File: src/rtl/xor_stream_descrambler32.sv
// ---------------------------------------------------------------------------
// xor_stream_descrambler32
//
// Receive-side XOR descrambler. Each accepted 32-bit word is XORed with a
// 32-bit Galois LFSR keystream. The result appears in a single registered
// output stage one cycle after the accept. Every frame ends with an XOR
// checksum word that is compared against the running XOR of the frame's
// descrambled payload words. Every frame starts from the loaded seed.
//
// Ports:
//   CLK        in   clock, rising edge
//   RST        in   synchronous active-high reset, highest priority
//   SEED_LD    in   load SEED (zero maps to DEFAULT_SEED), aborts any frame
//   SEED       in   keystream seed
//   IN_VALID   in   input word valid
//   IN_READY   out  input word can be accepted this cycle
//   IN_DATA    in   scrambled input word
//   IN_LAST    in   input word is the frame checksum
//   OUT_VALID  out  output register holds a word
//   OUT_READY  in   downstream takes the output word
//   OUT_DATA   out  descrambled word
//   OUT_LAST   out  descrambled word is the checksum word
//   CHK_VALID  out  one-cycle pulse, checksum result available
//   CHK_OK     out  checksum matched (held until next CHK_VALID)
//   CHK_SUM    out  XOR of the frame's descrambled payload words
// ---------------------------------------------------------------------------
module xor_stream_descrambler32 #(
    parameter logic [31:0] POLY         = 32'h80200003,
    parameter logic [31:0] DEFAULT_SEED = 32'h00000001
) (
    input  logic        CLK,
    input  logic        RST,
    input  logic        SEED_LD,
    input  logic [31:0] SEED,
    input  logic        IN_VALID,
    output logic        IN_READY,
    input  logic [31:0] IN_DATA,
    input  logic        IN_LAST,
    output logic        OUT_VALID,
    input  logic        OUT_READY,
    output logic [31:0] OUT_DATA,
    output logic        OUT_LAST,
    output logic        CHK_VALID,
    output logic        CHK_OK,
    output logic [31:0] CHK_SUM
);

    typedef enum logic [1:0] {
        StIdle,
        StRun,
        StDrain
    } state_e;

    state_e      state_q;
    logic [31:0] seed_q;
    logic [31:0] k_q;
    logic [31:0] acc_q;
    logic        out_valid_q;
    logic [31:0] out_data_q;
    logic        out_last_q;
    logic        chk_valid_q;
    logic        chk_ok_q;
    logic [31:0] chk_sum_q;

    logic [31:0] load_seed;
    logic        out_xfer;
    logic        in_ready;
    logic        accept;
    logic [31:0] descr;
    logic        drain_done;

    // One Galois LFSR step: shift right, fold in the polynomial when a one
    // falls out of bit 0.
    function automatic logic [31:0] lfsr_step(input logic [31:0] k);
        return (k >> 1) ^ (k[0] ? POLY : 32'h0);
    endfunction

    always_comb begin
        load_seed  = (SEED == 32'h0) ? DEFAULT_SEED : SEED;
        out_xfer   = out_valid_q & OUT_READY;
        // A seed load wins over any input in the same cycle, so the input
        // side is not offered as ready then.
        in_ready   = (state_q == StRun) & ~SEED_LD & (~out_valid_q | OUT_READY);
        accept     = IN_VALID & in_ready;
        descr      = IN_DATA ^ k_q;
        drain_done = (state_q == StDrain) & (out_xfer | ~out_valid_q);
    end

    always_ff @(posedge CLK) begin
        if (RST) begin
            state_q     <= StIdle;
            seed_q      <= DEFAULT_SEED;
            k_q         <= DEFAULT_SEED;
            acc_q       <= 32'h0;
            out_valid_q <= 1'b0;
            out_data_q  <= 32'h0;
            out_last_q  <= 1'b0;
            chk_valid_q <= 1'b0;
            chk_ok_q    <= 1'b0;
            chk_sum_q   <= 32'h0;
        end else begin
            chk_valid_q <= 1'b0;
            if (SEED_LD) begin
                // Abort: pending output word is dropped, new frame begins.
                seed_q      <= load_seed;
                k_q         <= load_seed;
                acc_q       <= 32'h0;
                out_valid_q <= 1'b0;
                state_q     <= StRun;
            end else begin
                if (accept) begin
                    out_valid_q <= 1'b1;
                    out_data_q  <= descr;
                    out_last_q  <= IN_LAST;
                    k_q         <= lfsr_step(k_q);
                    if (IN_LAST) begin
                        // Checksum word is compared, not folded into acc.
                        chk_valid_q <= 1'b1;
                        chk_ok_q    <= (descr == acc_q);
                        chk_sum_q   <= acc_q;
                        state_q     <= StDrain;
                    end else begin
                        acc_q <= acc_q ^ descr;
                    end
                end else if (out_xfer) begin
                    out_valid_q <= 1'b0;
                end

                // No accept can happen in StDrain, so this never collides
                // with the accept branch above.
                if (drain_done) begin
                    k_q     <= seed_q;
                    acc_q   <= 32'h0;
                    state_q <= StRun;
                end
            end
        end
    end

    assign IN_READY  = in_ready;
    assign OUT_VALID = out_valid_q;
    assign OUT_DATA  = out_data_q;
    assign OUT_LAST  = out_last_q;
    assign CHK_VALID = chk_valid_q;
    assign CHK_OK    = chk_ok_q;
    assign CHK_SUM   = chk_sum_q;

endmodule
File: config.mk
export PLATFORM = sky130hd
export DESIGN_NAME = xor_stream_descrambler32
export DESIGN_NICKNAME = d
export VERILOG_FILES = /design/src/rtl/xor_stream_descrambler32.sv
export SDC_FILE = /design/constraint.sdc
export NUM_CORES = 1
export LEC_CHECK = 0
export ABC_AREA = 0
export BUFFER_PORTS_ARGS = -buffer_cell sky130_fd_sc_hd__buf_2
export CAP_MARGIN = 25
export CORE_ASPECT_RATIO = 0.9
export CORE_UTILIZATION = 50
export DETAILED_ROUTE_END_ITERATION = 16
export GPL_ROUTABILITY_DRIVEN = 0
export PLACE_DENSITY = 0.73
export SLEW_MARGIN = 5
export SYNTH_ARGS = -nofsm -noshare
export SYNTH_HDL_FRONTEND = slang
export SYNTH_SLANG_ARGS = --single-unit
File: constraint.sdc
create_clock -name CLK -period 3.9 [get_ports CLK]
set_input_delay 0.585 -clock CLK [delete_from_list [all_inputs] [get_ports CLK]]
set_output_delay 0.585 -clock CLK [all_outputs]
set_load 0.005 [all_outputs]
Word level (Yosys, flattened, before mapping). Cells that the tools add are included.

Bits in registers: 166. Input bits: 70. Output and inout port bits: 69. Logic and storage cells: 52.

Equality and inequality tests: 3. Multiplexer cells: 12. Bitwise logic cells: 14. Reduce and logical (&&, ||, !) cells: 12.

Operators with widths (count): $mux W32 (5); $xor A32 B32 Y32 (2); $eq A32 B32 Y1 (1); $logic_not A32 Y1 (1); $xor A31 B32 Y32 (1); $reduce_and A2 Y1 (4); $mux W1 (7); $reduce_bool A3 Y1 (2); $reduce_or A3 Y1 (2); $and A1 B1 Y1 (5); $not A1 Y1 (4); $reduce_and A3 Y1 (1); $eq A2 B1 Y1 const B (1); $eq A2 B2 Y1 const B (1); $or A1 B1 Y1 (2); $reduce_bool A2 Y1 (1); $reduce_or A2 Y1 (1).

Logic depth before layout (Yosys ltp). Gate-level depths: netlist of the first run.

Depth in word-level cells: 7. Depth in mapped cells: 7. Depth with buffers taken out: 5.

Worst setup path after synthesis of the first run. OpenSTA, ideal clock, no wires.

Path type: input -> output. From: input SEED_LD. To: output IN_READY. Arrival: 1.465 ns. Required time: 3.315 ns. Path slack: 1.850 ns. Stages: 4. Buffers on the path: 3. Path through: buf_2 > buf_2 > buf_2 > nor4b_1.

Cells in the longest elaborated chain, start to end: 3.

Ends and longest elaborated chain: start: declaration (line 33) `input logic SEED_LD,`; $not A1 Y1 (no source line); $and A1 B1 Y1 (2 in a row) (line 83) `in_ready = (state_q == StRun) & ~SEED_LD & (~out_valid_q | OUT_READY);`; end: declaration (line 36) `output logic IN_READY,`.

Every way passes these cells.

Final worst setup path of the first run.
From: register state_q[0]. To: register acc_q[20].

Cells in the longest elaborated chain, start to end: 5. Elaborated cells between the ends (all ways): 8. Those cells by class: eq/ne (2); bitwise (4); reduce/logical (2).

Ends and longest elaborated chain: start: declaration (line 54) `state_e state_q;`; start signal: assignment (line 91) `state_q <= StIdle;`; start signal: assignment (line 109) `state_q <= StRun;`; start signal: assignment (line 121) `state_q <= StDrain;`; $eq A2 B1 Y1 (line 83); $and A1 B1 Y1 (2 in a row) (line 83); $and A1 B1 Y1 (line 84) `accept = IN_VALID & in_ready;`; $reduce_and A2 Y1 (no source line); end signal: assignment (line 123) `acc_q <= acc_q ^ descr;`; end: declaration (line 57) `logic [31:0] acc_q;`.

Parallel ways exist; a longest one is shown, timed or not. A chain may end at the register's enable or synchronous reset.

==> flow_metrics.env, run 1 <==
export IMPL_clock_path_buffers=2
export IMPL_period_share_pct=53.7
export IMPL_synth_nets=923
export IMPL_slew_violations=0
export IMPL_core_region_area_sq_um=14200
export IMPL_diodes=0
export IMPL_p_leak_nw=3.56
export IMPL_tightestPinTransition_ps=872
export IMPL_grt_usage_pct=25.1
export IMPL_synth_ff_type="dfxtp_1"
export IMPL_synthArstFlopShare_pct=0
export IMPL_clockPowerShare_pct=42.9
export IMPL_internal_power_w=0.00292
export IMPL_die_h_um=117
export IMPL_finalSetupViolCount=0
export IMPL_hold_depth=3
export IMPL_status="complete, no violations"
export IMPL_fin_setup_tns_ps=0
export IMPL_p_sw_w=0.000984
export IMPL_cts_repair_resized=0
export IMPL_wl_um=18400
export IMPL_final_common_cell="nand2_1"
export IMPL_initial_core_util_pct=51.9
export IMPL_cts_buffers=17
export IMPL_crit_required_ps=4220
export IMPL_post_place_ws_ps=1460
export IMPL_fin_worst_skew_ps=7.79
export IMPL_timing_rr_start="state_q[0]"
export IMPL_clkSlewWorstSetupHoldPaths_ps=70
export IMPL_syn_area_per_cell_sq_um=8.64
export IMPL_synth_edf_count=0
export IMPL_cts_root_buf="clkbuf_16"
export IMPL_utilization_pct=61.3
export IMPL_ys_warn_count=0
export IMPL_worstSetupEndpointType="flip-flop"
export IMPL_wl_per_cell_um=15.7
export IMPL_seqPwrFrac_pct=46.5
export IMPL_dp_hpwl_um=12800
export IMPL_dr_pass1_iters=5
export IMPL_postRouteAntennaNets=0
export IMPL_critPathCapture="acc_q[20]"
export IMPL_reg2regPathDepth=5
export IMPL_num_vias=6180
export IMPL_dieArea_sq_um=15200
export IMPL_hold_buffers=0
export IMPL_ys_seq_area_share_pct=45.1
export IMPL_avgViaCountPerCell=5.29
export IMPL_cts_sinks=166
export IMPL_htreeDepth=4
export IMPL_hold_class="input port to flip-flop"
export IMPL_fin_crit_ps=2090
export IMPL_seq_area_sq_um=3320
export IMPL_slew_headroom_pct=41.6
export IMPL_overflow=0
export IMPL_cts_setup_buffers=0
export IMPL_critPathLaunchType="flip-flop"
export IMPL_pwr_share_comb_pct=10.5
export IMPL_dr_first_iter_drc_count=488
export IMPL_p_per_area_nw_per_um2=449
export IMPL_critPathMaxFanout=35
export IMPL_synth_area_sq_um=7370
export IMPL_crit_type="flip-flop to flip-flop"
export IMPL_setup_ws_ps=1810
export IMPL_rows=41
export IMPL_fmax_mhz=478
export IMPL_syn2layout_area_growth_pct=18.1
export IMPL_drive_gt1_share_pct=19.9
export IMPL_fillers=1304
export IMPL_ys_types=47
export IMPL_swShare_pct=25.2
export IMPL_ios=139
export IMPL_reg2reg_to="acc_q[20]"
export IMPL_rrSetupSlack_ps=1810
export IMPL_cp_startpoint="state_q[0]"
export IMPL_ir_worst_vdd_mv=0.342
export IMPL_synth_seq_cells=166
export IMPL_grt_pass1_wl_um=28600
export IMPL_nets=1032
export IMPL_cts_tree="yes"
export IMPL_antenna_found_initial=0
export IMPL_grt_pass1_vias=5462
export IMPL_drcViolationCount=0
export IMPL_rsz0062_at_grt="no"
export IMPL_clk_latency_ps=440
export IMPL_port_buffers=138
export IMPL_final_hold_viol_count=0
export IMPL_layout_common_cells="226 x nand2_1, 166 x dfxtp_1, 137 x buf_2"
export IMPL_multi_input_area_sq_um=3770
export IMPL_cap_violations=0
export IMPL_grt_max_degree=64
export IMPL_fp_dieW_um=130
export IMPL_synth_cells=853
export IMPL_cp_arrival_ps=2410
[cell families (layout without fill, tap and decap cells)]
kind of cell           after synthesis  after routing  share of synthesized area (%)
flip-flops                         166            166                           45.1
buffers and inverters               59            181                           3.82
XOR/XNOR                            99             99                           14.4
AO/OA/AOI/OAI                      135            135                           11.4
AND/OR/NAND/NOR                    365            365                           21.0
multiplexers                        29             29                           4.28
[state kept, by name (all words and copies together), names as in the netlist]
name	count
OUT_LAST	1
OUT_VALID	1
state_q	2
CHK_SUM	32
acc_q	32
CHK_OK	1
seed_q	32
CHK_VALID	1
OUT_DATA	32
k_q	32
[stage by stage]
| step | cells | hold slack [ps] | area (sq um) | power, W |
|---|---|---|---|---|
| final | 1168 | 423 | 8710 | 0.00391 |
| after global routing | 1168 | 434 | 8710 | 0.00405 |
| after global placement | 1136 | 441 | 8110 | 0.00226 |
| after detailed placement | 1136 | 444 | 8110 | 0.00226 |
| after CTS | 1168 | 419 | 8710 | 0.00392 |
| after floorplan | 853 | 440 | 7370 | 0.00212 |
[worst max-delay path: stages, from the launching register on]
cell     delay, ps
dfxtp_1        440
and3b_1        260
nand3_2        600
nor3_1         460
xnor2_1        160
nor2_1          50
[power groups by stage]
stage	sequential (W)	clock, W	combinational, W
final	0.00182	0.00168	0.000411
after global routing	0.00182	0.00177	0.000456
after CTS	0.00182	0.00169	0.000413
after detailed placement	0.00185	0	0.000409
after global placement	0.00185	0	0.000406
after floorplan	0.00183	0	0.000285
[metal layers]
layer	up-vias	global-route usage (%)	part of all wire [%]	wire, um
li1	3089	-	-	-
met1	2848	35.8	47	8630
met2	220	37.4	44	8110
met3	23	5.68	7.4	1360
met4	0	8.45	1.4	263
met5	-	0	0	0
[how the worst min path moves through the flow]
stage	start	endpoint	slack (ps)
global placement	OUT_DATA[14]	OUT_DATA[14]	440
finish	SEED[31]	seed_q[31]	420
global route	SEED[31]	seed_q[31]	430
detailed placement	CHK_SUM[31]	CHK_SUM[31]	440
CTS	SEED[27]	seed_q[27]	420
floorplan	seed_q[3]	seed_q[3]	440
[cells in the mapped netlist, types with 2 or more instances]
library cell	count	area, sq um
nand2_1	226	848
clkbuf_1	21	78.8
xnor2_1	33	289
nand3b_1	2	15.0
a211oi_1	11	82.6
nor3_1	11	55.1
buf_6	2	22.5
mux2i_1	9	90.1
buf_2	27	135
nand4_1	6	37.5
a311oi_1	20	175
buf_1	5	18.8
nor4_1	11	68.8
and4_1	2	17.5
nand3_2	2	20.0
xor2_1	52	455
mux2_1	18	203
mux2_2	2	22.5
o21ai_0	2	10.0
a21oi_1	86	430
xnor3_1	14	315
o221ai_1	2	17.5
buf_4	3	22.5
dfxtp_1	166	3320
a311o_1	9	90.1
nor3_2	2	20.0
nand2b_1	2	12.5
nor2_1	88	330
[area by class of cell]
type	instances	share of cell area [%]
multi-input combinational	628	43.4
sequential	166	38.2
clock buffer	20	5.36
timing repair buffer	148	8.82
clock inverter	12	1.47
inverter	1	0.0431
tap	193	2.77
No activity file was read; power rests on OpenSTA's default activity.
==> inputs of run 2 (changes only) <==
- clock period: 3.9 -> 2 ns (I/O delays scaled with it)
==> run 2 against run 1 <==
Die area unchanged; first-iteration DRC count decreased by 14%; sequential share of layout area decreased by 0.93 points; largest power group is now the clock network.
==> flow_metrics.env, run 2 (synthesized netlist as in run 1, its figures left out) <==
export IMPL_status="complete, no violations"
export IMPL_final_area_sq_um=8920
export IMPL_grt_usage_pct=26.2
export IMPL_fp_dieW_um=130
export IMPL_crit_chain="and2b_2 > nor4b_1 > buf_2"
export IMPL_rows=41
export IMPL_slew_violations=0
export IMPL_overflow=0
export IMPL_final_hold_viol_count=0
export IMPL_cts_setup_buffers=0
export IMPL_syn2layout_area_growth_pct=21.0
export IMPL_utilization_pct=62.8
export IMPL_critPathMaxFanout=5
export IMPL_reg2regPathDepth=5
export IMPL_critPathLaunchType="flip-flop"
export IMPL_internal_power_w=0.00602
export IMPL_critPathCapture="IN_READY"
export IMPL_p_sw_w=0.00193
export IMPL_wl_um=18900
export IMPL_rsz0062_at_grt="no"
export IMPL_p_per_area_nw_per_um2=891
export IMPL_fin_setup_tns_ps=0
export IMPL_final_common_cell="nand2_1"
export IMPL_cp_num_cells=3
export IMPL_dr_first_iter_drc_count=419
export IMPL_cts_buffers=17
export IMPL_fin_crit_ps=1820
export IMPL_cp_num_buf_inv=1
export IMPL_rrSetupSlack_ps=260
export IMPL_timing_rr_start="state_q[0]"
export IMPL_ios=139
export IMPL_avgViaCountPerCell=5.32
export IMPL_tightestPinTransition_ps=535
export IMPL_worstSetupEndpointType="primary output"
export IMPL_htreeDepth=4
export IMPL_die_h_um=117
export IMPL_drcViolationCount=0
export IMPL_fillers=1229
export IMPL_finalSetupViolCount=0
export IMPL_crit_family="simple AND/OR/NAND/NOR gates"
export IMPL_hold_buffers=0
export IMPL_grt_pass1_vias=5752
export IMPL_crit_required_ps=1700
export IMPL_fmax_mhz=549
export IMPL_clock_path_buffers=2
export IMPL_dp_hpwl_um=13400
export IMPL_slew_headroom_pct=64.1
export IMPL_wl_per_cell_um=16.0
export IMPL_fin_worst_skew_ps=8.08
export IMPL_initial_core_util_pct=51.9
export IMPL_hold_class="input port to flip-flop"
export IMPL_diodes=0
export IMPL_place_area_sq_um=8270
export IMPL_port_buffers=138
export IMPL_grt_max_degree=64
export IMPL_p_leak_nw=3.66
export IMPL_drive_gt1_share_pct=21.0
export IMPL_clkSlewWorstSetupHoldPaths_ps=60
export IMPL_dr_pass1_iters=5
export IMPL_layout_common_cells="226 x nand2_1, 166 x dfxtp_1, 137 x buf_2"
export IMPL_seqPwrFrac_pct=44.5
export IMPL_cpMaxStageDelayCell="dfxtp_1"
export IMPL_ir_worst_vdd_mv=0.661
export IMPL_postRouteAntennaNets=0
export IMPL_cap_violations=0
export IMPL_clk_latency_ps=430
export IMPL_grt_pass1_wl_um=29900
export IMPL_crit_type="flip-flop to primary output"
export IMPL_reg2reg_to="acc_q[27]"
export IMPL_core_region_area_sq_um=14200
export IMPL_cp_startpoint="OUT_VALID"
export IMPL_cts_repair_resized=0
export IMPL_cts_sinks=166
export IMPL_holdWs_ps=139
export IMPL_period_share_pct=91.1
export IMPL_cts_root_buf="clkbuf_16"
export IMPL_antenna_found_initial=0
export IMPL_pwr_share_comb_pct=10.7
export IMPL_cp_arrival_ps=1520
export IMPL_num_vias=6281
export IMPL_clockPowerShare_pct=44.7
export IMPL_nets=1045
export IMPL_swShare_pct=24.2
export IMPL_dieArea_sq_um=15200
export IMPL_slowest_delay_ps=330
export IMPL_cts_tree="yes"
run 2: changes by cell type in the layout (fill, tap and decap cells not counted), moves of 2 or more:
cell	change
bufinv_16	+2
buf_12	+5
buf_4	+8
clkinv_2	-3
run 2: power groups by stage:
stage	Sequential, W	Clock [W]	Combinational (W)
6_report	0.00354	0.00356	0.000853
5_1_grt	0.00355	0.00374	0.000939
4_1_cts	0.00354	0.00360	0.000850
3_3_place_gp	0.00361	0	0.000835
2_1_floorplan	0.00358	0	0.000556
3_5_place_dp	0.00361	0	0.000845
run 2: final cells by class:
class | count | area, sq um | area share (%)
inverters | 1 | 3.75 | 0.0421
multi-input cells | 628 | 3770 | 42.3
clock buffers | 21 | 480 | 5.38
well taps | 193 | 241 | 2.71
clock inverters | 11 | 171 | 1.92
flip-flops and latches | 166 | 3320 | 37.2
repair buffers | 161 | 928 | 10.4
run 2: per-layer routing:
| metal | part of all wire (%) | vias to the layer above | GRT usage (%) |
|---|---|---|---|
| met5 | 0 | - | 0 |
| met4 | 2.0 | 0 | 9.77 |
| met3 | 6.7 | 33 | 4.64 |
| met2 | 44 | 218 | 39.8 |
| met1 | 47 | 2921 | 37.1 |
| li1 | - | 3109 | - |
run 2: worst min path at each step:
stage                      startpoint     endpoint  slack [ps]  depth (start not counted)
after detailed placement   CHK_SUM[9]   CHK_SUM[9]         440                          2
after floorplan             seed_q[3]    seed_q[3]         440                          2
after global routing         SEED[31]   seed_q[31]         140                          3
final                        SEED[31]   seed_q[31]         140                          3
after CTS                    SEED[31]   seed_q[31]         130                          3
after global placement    CHK_SUM[24]  CHK_SUM[24]         440                          2
run 2: worst reg2reg max path: cells and delay by family, from the launching register on:
kind | cells | cell delay (ps)
and+or+nand+nor | 4 | 1030
DFF | 1 | 430
xor gates and xnor gates | 1 | 160
run 2: metrics by stage:
stage / power (W) / setup slack, ps / std cells
2_1_floorplan: 0.00413 / 520 / 853
3_3_place_gp: 0.00444 / 255 / 1149
3_5_place_dp: 0.00446 / 215 / 1149
4_1_cts: 0.00799 / 159 / 1181
5_1_grt: 0.00824 / 105 / 1181
6_report: 0.00795 / 179 / 1181
==> inputs of run 3 (changes only) <==
- CORE_UTILIZATION: 50 -> 55
- PLACE_DENSITY: 0.73 -> 0.79
==> run 3 against run 2 <==
Flip-flop and latch count did not move; power down 4.8%; sequential share of layout area up 0.55 points; largest cell class unchanged; largest power group is now registers.
==> flow_metrics.env, run 3 (synthesized netlist as in run 1, its figures left out) <==
export IMPL_status="complete, no violations"
export IMPL_cpMaxStageDelayCell="dfxtp_1"
export IMPL_die_h_um=112
export IMPL_critPathMaxFanout=5
export IMPL_hold_buffers=0
export IMPL_worstSetupEndpointType="primary output"
export IMPL_critPathCapture="IN_READY"
export IMPL_clock_path_buffers=2
export IMPL_fmax_mhz=560
export IMPL_fillers=1047
export IMPL_wl_um=19200
export IMPL_postRouteAntennaNets=0
export IMPL_grt_pass1_wl_um=30500
export IMPL_grt_pass1_vias=5866
export IMPL_nets=1042
export IMPL_port_buffers=138
export IMPL_ios=139
export IMPL_slowest_delay_ps=330
export IMPL_cap_violations=0
export IMPL_layout_common_cells="226 x nand2_1, 166 x dfxtp_1, 137 x buf_2"
export IMPL_drive_gt1_share_pct=20.4
export IMPL_initial_core_util_pct=57.2
export IMPL_clkSlewWorstSetupHoldPaths_ps=60
export IMPL_cts_buffers=17
export IMPL_slew_violations=0
export IMPL_final_hold_viol_count=0
export IMPL_slew_headroom_pct=63.0
export IMPL_crit_type="flip-flop to primary output"
export IMPL_period_share_pct=89.2
export IMPL_cp_startpoint="OUT_VALID"
export IMPL_final_common_cell="nand2_1"
export IMPL_fin_setup_tns_ps=0
export IMPL_tightestPinTransition_ps=551
export IMPL_cts_setup_buffers=0
export IMPL_holdWs_ps=149
export IMPL_drcViolationCount=0
export IMPL_antenna_found_initial=0
export IMPL_rrSetupSlack_ps=260
export IMPL_htreeDepth=4
export IMPL_p_leak_nw=3.64
export IMPL_reg2regPathDepth=5
export IMPL_crit_chain="and2b_2 > nor4b_1 > buf_2"
export IMPL_dieArea_sq_um=13900
export IMPL_critPathLaunchType="flip-flop"
export IMPL_dr_pass1_iters=5
export IMPL_clk_latency_ps=430
export IMPL_dr_first_iter_drc_count=645
export IMPL_crit_required_ps=1700
export IMPL_timing_rr_start="state_q[0]"
export IMPL_hold_class="input port to flip-flop"
export IMPL_fin_crit_ps=1780
export IMPL_rsz0062_at_grt="no"
export IMPL_overflow=0
export IMPL_cp_arrival_ps=1480
export IMPL_cts_root_buf="clkbuf_16"
export IMPL_cts_sinks=166
export IMPL_wl_per_cell_um=16.7
export IMPL_num_vias=6367
export IMPL_dp_hpwl_um=13400
export IMPL_ir_worst_vdd_mv=0.657
export IMPL_reg2reg_to="acc_q[16]"
export IMPL_cts_tree="yes"
export IMPL_avgViaCountPerCell=5.54
export IMPL_diodes=0
export IMPL_fp_dieW_um=124
export IMPL_grt_usage_pct=29.0
export IMPL_fin_worst_skew_ps=8.53
export IMPL_rows=39
export IMPL_finalSetupViolCount=0
export IMPL_core_region_area_sq_um=12900
export IMPL_syn2layout_area_growth_pct=19.3
export IMPL_cts_repair_resized=0
export IMPL_grt_max_degree=72
export IMPL_p_per_area_nw_per_um2=861
## run 3: changes by cell type in the layout (fill, tap and decap cells not counted)
cell	delta
clkinv_2	+6
clkinvlp_4	-5
buf_4	-4
clkbuf_1	+3
bufinv_16	-2
clkbuf_8	-2
buf_12	+1
## run 3: cell type report
type	instances	area [sq um]	share of cell area (%)
multi-input cells	628	3770	42.9
flip-flops and latches	166	3320	37.8
repair buffers	158	918	10.4
clock buffers	22	464	5.28
well taps	164	205	2.33
clock inverters	10	104	1.18
inverters	1	3.75	0.0427
## run 3: power breakdown
group          switching (W)  internal, W
Clock                0.00128      0.00189
Sequential          0.000119      0.00343
Combinational       0.000478     0.000372
Total                0.00188      0.00569
## run 3: worst min path at each step
stage                         to         start  cells past startpoint  slack (ps)
CTS                   seed_q[27]      SEED[27]                      3         140
finish                seed_q[31]      SEED[31]                      3         150
global route          seed_q[26]      SEED[26]                      3         170
detailed placement  OUT_DATA[13]  OUT_DATA[13]                      2         440
global placement     OUT_DATA[9]   OUT_DATA[9]                      2         440
floorplan              seed_q[3]     seed_q[3]                      2         440
## run 3: critical path, delay by kind of cell, from the launching register on
family	cells	cell delay (ps)
buf+inv	1	170
flops	1	330
simple gates	2	560
## run 3: metal layers
layer	part of all wire, %	up-vias	track usage (%)
met5	0	-	0
met4	2.1	0	11.1
met3	7.3	29	5.07
met2	45	244	41.8
met1	46	2994	42.7
li1	-	3100	-
## run 3: stage by stage
| step | util (%) | worst slack (ps) | power, W | area (sq um) | instances |
|---|---|---|---|---|---|
| 2_1_floorplan | - | 520 | 0.00413 | 7370 | 853 |
| 3_3_place_gp | 63.8 | 306 | 0.00443 | 8230 | 1117 |
| 3_5_place_dp | 63.8 | 256 | 0.00445 | 8230 | 1117 |
| 4_1_cts | 68.3 | 168 | 0.00758 | 8790 | 1149 |
| 5_1_grt | 68.3 | 97.5 | 0.00783 | 8790 | 1149 |
| 6_report | 68.3 | 216 | 0.00757 | 8790 | 1149 |
